**config.mk**
```make
export PLATFORM = sky130hd
export DESIGN_NAME = mbc_control_unit
export DESIGN_NICKNAME = d
export VERILOG_FILES = /design/src/rtl/mbc_pkg.sv /design/src/rtl/mbc_control_unit_rr_picker.sv /design/src/rtl/mbc_control_unit.sv
export SDC_FILE = /design/constraint.sdc
export NUM_CORES = 1
export LEC_CHECK = 0
export ABC_AREA = 1
export CAP_MARGIN = 20
export CORE_MARGIN = 1
export CORE_UTILIZATION = 46
export CTS_CLUSTER_SIZE = 30
export DETAILED_ROUTE_END_ITERATION = 12
export PLACE_DENSITY_LB_ADDON = 0.3
export SLEW_MARGIN = 10
export SYNTH_ARGS = -nofsm -noshare
export SYNTH_HDL_FRONTEND = slang
export SYNTH_SLANG_ARGS = --single-unit
```
**constraint.sdc**
```tcl
create_clock -name clk -period 5.2 [get_ports clk]
set_input_delay 0.78 -clock clk [delete_from_list [all_inputs] [get_ports clk]]
set_output_delay 0.78 -clock clk [all_outputs]
set_load 0.1 [all_outputs]
```
**src/rtl/mbc_pkg.sv**
```systemverilog
// Shared definitions for the basic computer: opcodes, ALU codes, micro-op
// bit positions, sequencer states and write-data source encoding.
package mbc_pkg;

   // Memory-reference opcodes (ir[14:12]); 111 is register-ref / I/O
   localparam logic [2:0] OP_AND = 3'b000;
   localparam logic [2:0] OP_ADD = 3'b001;
   localparam logic [2:0] OP_LDA = 3'b010;
   localparam logic [2:0] OP_STA = 3'b011;
   localparam logic [2:0] OP_BUN = 3'b100;
   localparam logic [2:0] OP_BSA = 3'b101;
   localparam logic [2:0] OP_ISZ = 3'b110;
   localparam logic [2:0] OP_RIO = 3'b111;

   // ALU operation select
   localparam logic [3:0] ALU_AND = 4'b0000;
   localparam logic [3:0] ALU_ADD = 4'b0001;
   localparam logic [3:0] ALU_LDA = 4'b0010;
   localparam logic [3:0] ALU_CMA = 4'b0011;
   localparam logic [3:0] ALU_CIR = 4'b0100;
   localparam logic [3:0] ALU_CIL = 4'b0101;
   localparam logic [3:0] ALU_CLA = 4'b0110;
   localparam logic [3:0] ALU_INC = 4'b0111;
   localparam logic [3:0] ALU_CLE = 4'b1000;
   localparam logic [3:0] ALU_CME = 4'b1001;
   localparam logic [3:0] ALU_SPA = 4'b1010;
   localparam logic [3:0] ALU_SNA = 4'b1011;
   localparam logic [3:0] ALU_SZA = 4'b1100;
   localparam logic [3:0] ALU_SZE = 4'b1101;

   // Register-reference micro-op bit positions in ir[11:0]
   localparam logic [3:0] RB_CLA = 4'd11;
   localparam logic [3:0] RB_CLE = 4'd10;
   localparam logic [3:0] RB_CMA = 4'd9;
   localparam logic [3:0] RB_CME = 4'd8;
   localparam logic [3:0] RB_CIR = 4'd7;
   localparam logic [3:0] RB_CIL = 4'd6;
   localparam logic [3:0] RB_INC = 4'd5;
   localparam logic [3:0] RB_SPA = 4'd4;
   localparam logic [3:0] RB_SNA = 4'd3;
   localparam logic [3:0] RB_SZA = 4'd2;
   localparam logic [3:0] RB_SZE = 4'd1;
   localparam logic [3:0] RB_HLT = 4'd0;

   // Memory write data source
   localparam logic [1:0] WSEL_DR = 2'd0;
   localparam logic [1:0] WSEL_AC = 2'd1;
   localparam logic [1:0] WSEL_PC = 2'd2;

   typedef enum logic [3:0] {
      S_IDLE, S_T0, S_T1, S_T2, S_IND, S_RD, S_EXEC, S_WR, S_BSA2, S_ISZ_INC, S_RR
   } state_t;

   // State reached once the effective address is in AR
   function automatic state_t dispatch(input logic [2:0] opc);
      case (opc)
         OP_STA, OP_BSA: dispatch = S_WR;
         OP_BUN:         dispatch = S_EXEC;
         default:        dispatch = S_RD;
      endcase
   endfunction

   // ALU code for one register-reference micro-op (HLT drives the default)
   function automatic logic [3:0] rr_alu_code(input logic [3:0] idx);
      case (idx)
         RB_CLA:  rr_alu_code = ALU_CLA;
         RB_CLE:  rr_alu_code = ALU_CLE;
         RB_CMA:  rr_alu_code = ALU_CMA;
         RB_CME:  rr_alu_code = ALU_CME;
         RB_CIR:  rr_alu_code = ALU_CIR;
         RB_CIL:  rr_alu_code = ALU_CIL;
         RB_INC:  rr_alu_code = ALU_INC;
         RB_SPA:  rr_alu_code = ALU_SPA;
         RB_SNA:  rr_alu_code = ALU_SNA;
         RB_SZA:  rr_alu_code = ALU_SZA;
         RB_SZE:  rr_alu_code = ALU_SZE;
         default: rr_alu_code = ALU_AND;
      endcase
   endfunction

   function automatic logic rr_writes_ac(input logic [3:0] idx);
      return (idx == RB_CLA) || (idx == RB_CMA) || (idx == RB_CIR) ||
             (idx == RB_CIL) || (idx == RB_INC);
   endfunction

   function automatic logic rr_writes_e(input logic [3:0] idx);
      return (idx == RB_CLE) || (idx == RB_CME) || (idx == RB_CIR) || (idx == RB_CIL);
   endfunction

   function automatic logic rr_is_skip(input logic [3:0] idx);
      return (idx >= RB_SZE) && (idx <= RB_SPA);
   endfunction

endpackage

```
**src/rtl/mbc_control_unit_rr_picker.sv**
```systemverilog
// Picks the highest pending register-reference micro-op and reports
// whether it is the last one left.
module mbc_rr_picker (
   input  logic [11:0] mask,
   output logic [3:0]  idx,
   output logic [11:0] clr,
   output logic        last
);

   // Ascending scan so the highest set bit is the one that sticks
   always_comb begin
      idx = 4'd0;
      clr = 12'd0;
      for (int b = 0; b < 12; b++) begin
         if (mask[b]) begin
            idx    = 4'(b);
            clr    = 12'd0;
            clr[b] = 1'b1;
         end
      end
      last = ((mask & ~clr) == 12'd0);
   end

endmodule

```
**src/rtl/mbc_control_unit.sv**
```systemverilog
// Instruction sequencer: fetch, decode and timing-state walk for the
// 16-bit basic computer. Memory uses req/ack: mem_req (with mem_we and
// mem_wsel) is held high in T1/IND/RD/WR until mem_ack is sampled high;
// load strobes fire combinationally in that ack cycle, and mem_ack while
// mem_req is low is ignored.
module mbc_control_unit
   import mbc_pkg::*;
(
   input  logic        clk,
   input  logic        rst_n,
   input  logic        start,
   input  logic [15:0] ir,
   input  logic        alu_inc,
   input  logic        dr_zero,
   input  logic        mem_ack,
   output logic [3:0]  alu_code,
   output logic        ar_ld_pc,
   output logic        ar_ld_ir,
   output logic        ar_ld_mem,
   output logic        ar_inc,
   output logic        pc_inc,
   output logic        pc_ld_ar,
   output logic        ir_ld,
   output logic        dr_ld,
   output logic        dr_inc,
   output logic        ac_ld,
   output logic        e_ld,
   output logic        mem_req,
   output logic        mem_we,
   output logic [1:0]  mem_wsel,
   output logic        halted,
   output state_t      state
);

   state_t      next;
   logic [11:0] rr_mask;
   logic        skip_pending;
   logic [3:0]  rr_idx;
   logic [11:0] rr_clr;
   logic        rr_last;
   logic        rr_skip;

   wire       ind = ir[15];
   wire [2:0] opc = ir[14:12];

   mbc_rr_picker u_picker (
      .mask (rr_mask),
      .idx  (rr_idx),
      .clr  (rr_clr),
      .last (rr_last)
   );

   assign rr_skip = rr_is_skip(rr_idx);

   // State register
   always_ff @(posedge clk or negedge rst_n) begin
      if (!rst_n) state <= S_IDLE;
      else        state <= next;
   end

   // Pending micro-op mask and accumulated skip for register-ref instructions
   always_ff @(posedge clk or negedge rst_n) begin
      if (!rst_n) begin
         rr_mask      <= 12'd0;
         skip_pending <= 1'b0;
      end else if (state == S_T2 && opc == OP_RIO && !ind) begin
         rr_mask      <= ir[11:0];
         skip_pending <= 1'b0;
      end else if (state == S_RR) begin
         rr_mask      <= rr_mask & ~rr_clr;
         skip_pending <= skip_pending | (rr_skip & alu_inc);
      end
   end

   // Next state and strobes
   always_comb begin
      next      = state;
      alu_code  = ALU_AND;
      ar_ld_pc  = 1'b0;
      ar_ld_ir  = 1'b0;
      ar_ld_mem = 1'b0;
      ar_inc    = 1'b0;
      pc_inc    = 1'b0;
      pc_ld_ar  = 1'b0;
      ir_ld     = 1'b0;
      dr_ld     = 1'b0;
      dr_inc    = 1'b0;
      ac_ld     = 1'b0;
      e_ld      = 1'b0;
      mem_req   = 1'b0;
      mem_we    = 1'b0;
      mem_wsel  = WSEL_DR;
      halted    = 1'b0;
      case (state)
         S_IDLE: begin
            halted = 1'b1;
            if (start) next = S_T0;
         end
         S_T0: begin
            ar_ld_pc = 1'b1;
            next     = S_T1;
         end
         S_T1: begin
            mem_req = 1'b1;
            if (mem_ack) begin
               ir_ld  = 1'b1;
               pc_inc = 1'b1;
               next   = S_T2;
            end
         end
         S_T2: begin
            if (opc == OP_RIO) begin
               // I/O instructions execute as NOP; an empty mask is a NOP too
               if (!ind && ir[11:0] != 12'd0) next = S_RR;
               else                           next = S_T0;
            end else begin
               ar_ld_ir = 1'b1;
               next     = ind ? S_IND : dispatch(opc);
            end
         end
         S_IND: begin
            mem_req = 1'b1;
            if (mem_ack) begin
               ar_ld_mem = 1'b1;
               next      = dispatch(opc);
            end
         end
         S_RD: begin
            mem_req = 1'b1;
            if (mem_ack) begin
               dr_ld = 1'b1;
               next  = (opc == OP_ISZ) ? S_ISZ_INC : S_EXEC;
            end
         end
         S_EXEC: begin
            if (opc == OP_BUN) begin
               pc_ld_ar = 1'b1;
            end else begin
               alu_code = {1'b0, opc};
               ac_ld    = 1'b1;
               e_ld     = (opc == OP_ADD);
            end
            next = S_T0;
         end
         S_ISZ_INC: begin
            dr_inc = 1'b1;
            next   = S_WR;
         end
         S_WR: begin
            mem_req = 1'b1;
            mem_we  = 1'b1;
            case (opc)
               OP_STA:  mem_wsel = WSEL_AC;
               OP_BSA:  mem_wsel = WSEL_PC;
               default: mem_wsel = WSEL_DR;
            endcase
            if (mem_ack) begin
               if (opc == OP_BSA) begin
                  ar_inc = 1'b1;
                  next   = S_BSA2;
               end else begin
                  pc_inc = (opc == OP_ISZ) && dr_zero;
                  next   = S_T0;
               end
            end
         end
         S_BSA2: begin
            pc_ld_ar = 1'b1;
            next     = S_T0;
         end
         S_RR: begin
            if (rr_mask == 12'd0) begin
               next = S_T0;
            end else begin
               alu_code = rr_alu_code(rr_idx);
               ac_ld    = rr_writes_ac(rr_idx);
               e_ld     = rr_writes_e(rr_idx);
               // One PC increment at most, after all earlier micro-ops
               if (rr_last) begin
                  pc_inc = skip_pending | (rr_skip & alu_inc);
                  next   = (rr_idx == RB_HLT) ? S_IDLE : S_T0;
               end
            end
         end
         default: next = S_IDLE;
      endcase
   end

endmodule

```
Word-level counts from Yosys, hierarchy flattened:

Memories as Yosys holds them, arrays and structs flattened.
Index checks and enable logic that the tools add are counted.

* memories kept: 1
* output and inout port bits: 24
* register bits: 17
* ROM bits: 64

* reduce and logical (&&, ||, !) cells: 23
* eq/ne operators: 29
* order comparisons: 2
* bitwise gates (word level): 4
* mux-type cells: 74

Memories
* (no name shown): depth 16, width 4, read ports 1, clocked after Yosys merged registers in 0, write ports 0, RTL line mbc_pkg.sv:65 `case (idx)`

Operators by type and width (count)
* $mux 4: 18
* $pmux 4 s10: 1
* $mux 12: 3
* $eq 4x3->1 const B: 7
* $eq 4x4->1 const B: 7
* $mux 1: 28
* $logic_not 12->1: 2
* $mux 3: 6
* $and 12x12->12: 1
* $eq 3x3->1 const B: 4
* $not 12->12: 1
* $reduce_bool 12->1: 1
* $mux 11: 1
* $mux 10: 1
* $ne 2x2->1 const B: 5
* $mux 9: 1
* $eq 4x2->1 const B: 2
* $logic_not 4->1: 2
* $mux 2: 4
* $mux 8: 1
* $pmux 2 s2: 2
* $pmux 4 s2: 1
* $logic_or 1x1->1: 7
* $mux 7: 1
* 18 further kinds: 25

Depth between registers and ports, before layout:

* depth in word-level cells: 18
* depth in mapped cells: 18
* gate-level depth less buffers: 18

By module:

Synthesis repeated with hierarchy kept, for this count alone.

* cells, all modules: 316
* area, all modules: 1808.0 sq um

By module, submodules not included
* mbc_control_unit: area an instance 1465.2 sq um, cells each 245, times used 1, seq. area each 425.4 sq um
* mbc_rr_picker: area an instance 342.8 sq um, cells each 71, times used 1, seq. area each 0.0 sq um

Worst setup path after synthesis:

No wires, ideal clock.

* path kind: flip-flop to output port
* from: register state[1]
* to: output port alu_code[2]
* path slack: 0.607 ns
* path buffers: 0
* required time: 4.420 ns
* arrival time: 3.813 ns
* cell stages (with the launch flop): 5
* path through: dfrtp_1 nand2_1 nor2_1 inv_1 o32ai_1

* longest elaborated chain between the ends: 2
* elaborated cells between the ends (all ways): 3
* those cells by class: eq/ne: 2; mux: 1

Ends and longest elaborated chain
* from (decl): RTL line mbc_control_unit.sv:32 `output state_t state`
* from (signal assigned): RTL line mbc_control_unit.sv:58 `else state <= next;`
* $eq 4x4->1 or $eq 4x3->1 (tied branches): RTL line mbc_control_unit.sv:94 `case (state)`
* $pmux 4 s2 *: RTL line mbc_control_unit.sv:94
* to (decl): RTL line mbc_control_unit.sv:16 `output logic [3:0] alu_code,`

Mark *: on every way between the ends. The rest lies on a longest branch, timed or not.

Worst setup path after layout:

* from: register rr_mask[2]
* to: output port pc_inc

* longest elaborated chain between the ends: 17
* elaborated cells between the ends (all ways): 32
* those cells by class: order compare: 2; mux: 23; bitwise: 4; reduce/logical: 3

Ends and longest elaborated chain
* from (decl): RTL line mbc_control_unit.sv:36 `logic [11:0] rr_mask;`
* from (signal assigned): RTL line mbc_control_unit.sv:67 `rr_mask <= ir[11:0];`
* from (signal assigned): RTL line mbc_control_unit.sv:70 `rr_mask <= rr_mask & ~rr_clr;`
* $mux 2 (2 in series): RTL line mbc_control_unit_rr_picker.sv:15 `if (mask[b]) begin`
* $mux 3 (4 in series): RTL line mbc_control_unit_rr_picker.sv:15
* $mux 4 (4 in series): RTL line mbc_control_unit_rr_picker.sv:15
* $ge 4x1->1 or $le 4x3->1 (tied branches): RTL line mbc_pkg.sv:91 `return (idx >= RB_SZE) && (idx <= RB_SPA);`
* $logic_and 1x1->1: RTL line mbc_pkg.sv:91
* $and 1x1->1: RTL line mbc_control_unit.sv:180 `pc_inc = skip_pending | (rr_skip & alu_inc);`
* $or 1x1->1: RTL line mbc_control_unit.sv:180
* $mux 1: RTL line mbc_control_unit.sv:179 `if (rr_last) begin`
* $mux 1 *: RTL line mbc_control_unit.sv:172 `if (rr_mask == 12'd0) begin`
* $pmux 1 s3 *: RTL line mbc_control_unit.sv:94
* to (decl): RTL line mbc_control_unit.sv:21 `output logic pc_inc,`

Marked as above.

==> flow_summary.yaml <==
outcome:
  outcome: "completed"
floorplanning:
  start_util: 0.4877
  rows: 21
  die_x_um: 61.72
  coreArea_mm2: 0.003363
  die_y_um: 61.72
  ioPinCount: 46
  die_area_mm2: 0.003809
layout:
  final_common_cell: "nand2_1"
  design_area_mm2: 0.002171
  fin_util: 0.6455
  layout.nets: 337
  areaGrowthSynthToFinish_pct: 32.34
  fillCellCount: 333
  multi_input_area_mm2: 0.001030
  antennaDiodeCount: 0
  mostFrequentLayoutCells: "nand2_1, inv_1, clkdlybuf4s50_1"
  regArea_um2: 425.4
  drive_gt1_frac: 0.06796
  layoutNonFillerInstCount: 355
power_and_ir_drop:
  cellPowerDensity_mw_per_mm2: 555.5
  seqPwrFrac: 0.210
  leakage_nw: 1.063
  clkPwrFrac: 0.059
  internal_power_mw: 0.4679
  p_sw_frac: 0.6120
  pwr-share-comb: 0.731
  ir_drop_mv: 0.2539
  fin_total_pwr_mw: 1.206
  switchingPower_mw: 0.7380
setup_path:
  arrival_ns: 3.34
  end_kind: "output pin"
  crit_chain: "inv_1 > nand2_1 > nand2_1 > nand2_1 > nand2_1 > nand2_1 > nand2_1 > nand2_1 > nand2_1 > nand2_1 > nand2_1 > inv_1 > ha_1 > or2_1 > nand3_1 > o21ai_1 > nand3b_1 > nand2_1 > clkdlybuf4s50_1"
  r2r_setup_slack_ns: 3.11
  cp_max_fo: 6
  path_class: "reg2out"
  required_ns: 4.42
  crit_family: "buffers and inverters"
  crit_buf_inv: 3
  worst_setup_path_start_kind: "register"
  cp_common_cell: "nand2_1"
  crit_slowest_cell: "clkdlybuf4s50_1"
  slowest_delay_ns: 1.12
synth:
  synth_nets: 288
  yosys_most_used_dff: "dfrtp_1"
  netlist_area_mm2: 0.001640
  synth_edf_count: 0
  ys_types: 34
  yosysWarnings: 0
  synthCells: 261
  synthArstFlopShare: 1.000
  seq_area_frac_synth: 0.2593
  avgSynthCellArea_um2: 6.285
  synth_seq_cells: 17
global_routing:
  grt_overflow_total: 0
  grt_max_degree: 18
  grt_pass1_vias: 1677
  grt_antenna_before_repair: 0
  track_usage: 0.2548
  grt_pass1_wl_mm: 7.300
sta:
  clock.fmax_mhz: 242.8
  rsz0062_at_grt: "no"
  final.min_clock_period_ns: 4.118
  finalMaxSlewViolations: 0
  setup_tns_ns: 0
  relSlewSlack: 0.3393
  fin_worst_skew_ns: 0.005321
  setup_slack_ns: 1.082
  setup_viol: 0
  fin_crit_sh: 0.7919
  hold_viol: 0
  hold_slack_ns: 0.5520
  tightest_slew_ns: 0.9880
place:
  place_congestion: 0.8996
  numPortBuffers: 45
  pre_cts_ws_ns: 1.311
  placed_cells: 351
  placed_cell_area_mm2: 0.002143
  hpwl_mm: 3.706
clock_tree:
  clk_latency_ns: 0.29
  postCtsHoldBufs: 0
  clk_pin_slew_ns: 0.10
  ctsRootBufferMaster: "clkbuf_4"
  cts_sinks: 17
  post_cts_buffers: 0
  postCtsResizedCells: 0
  clockBufferDepth: 2
  htreeDepth: 1
  cts_tree: "yes"
  cts_inserted_buffers: 3
route:
  wl_per_cell_um: 12.70
  routed_wl_mm: 4.510
  drt_iter0_drc: 148
  avgViaCountPerCell: 5.408
  firstDrtPassIters: 5
  final_antenna_net_count: 0
  vias: 1920
  drc: 0
min_path:
  hold_path.class: "reg2reg"
flow_run:
  cap_violations: 0
[worst reg2reg max path: stages (launching register included)]
cell and delay, ns:
dfrtp_1 0.42, inv_1 0.07, nand2_1 0.05, nand2_1 0.06, nand2_1 0.05, nand2_1 0.05
nand2_1 0.04, nand2_1 0.05, nand2_1 0.04, nand2_1 0.05, nand2_1 0.04, nand2_1 0.18
inv_1 0.12, ha_1 0.22, or2_1 0.24, nand3_1 0.07, o21ai_1 0.08, nand2_1 0.07
o21ai_0 0.07
[power by group through the flow]
stage               logic (mW)  registers [mW]  clock network (mW)
detailed placement       0.879           0.254                   0
floorplan                0.610           0.321                   0
finish                   0.882           0.253              0.0711
CTS                      0.882           0.251              0.0726
global placement         0.867           0.252                   0
global route             0.959           0.261              0.0773
[cell type report]
class,count,area share
Clock buffer,3,0.01037
Clock inverter,1,0.002305
Inverter,48,0.08300
Multi-Input combinational cell,195,0.4744
Sequential cell,17,0.1960
Tap cell,46,0.02651
Timing Repair Buffer,45,0.2075
[sequential cells by signal (all words and copies together) (netlist names)]
name          flops
skip_pending      1
state             4
rr_mask          12
[cell usage after synthesis (3+ instances only)]
master,n,area share
nand4_1,4,0.015
nor3_1,3,0.0092
o21ai_0,11,0.034
nor2_1,35,0.080
inv_1,46,0.11
nand3_1,18,0.055
nand2_1,68,0.16
o221ai_1,10,0.053
ha_1,5,0.038
a21oi_1,3,0.0092
dfrtp_1,17,0.26
o21ai_1,5,0.015
nand2_2,7,0.027
nand3b_1,3,0.014
[cells by family after synthesis]
family | synth area share
AO/OA/AOI/OAI | 0.1686
adder cells (fa/ha/maj) | 0.03814
buffers and inverters | 0.1129
flip-flops | 0.2593
AND/OR/NAND/NOR | 0.4211
[per-layer routing]
layer	GRT usage	wire, um
met1	0.3286	1971
met2	0.4363	2110
met3	0.04348	354
met4	0.07937	74
met5	0	0
[path summary, 6_finish.rpt]
check                            from      endpoint  depth (start not counted)
max                        rr_mask[2]        pc_inc                         19
max in group asynchronous       rst_n      state[2]                          1
max reg2reg                rr_mask[2]  skip_pending                         18
min                        rr_mask[4]    rr_mask[4]                          2
min reg2reg                rr_mask[4]    rr_mask[4]                          2
min in group asynchronous       rst_n    rr_mask[3]                          1
No activity file was read; power rests on OpenSTA's default activity.
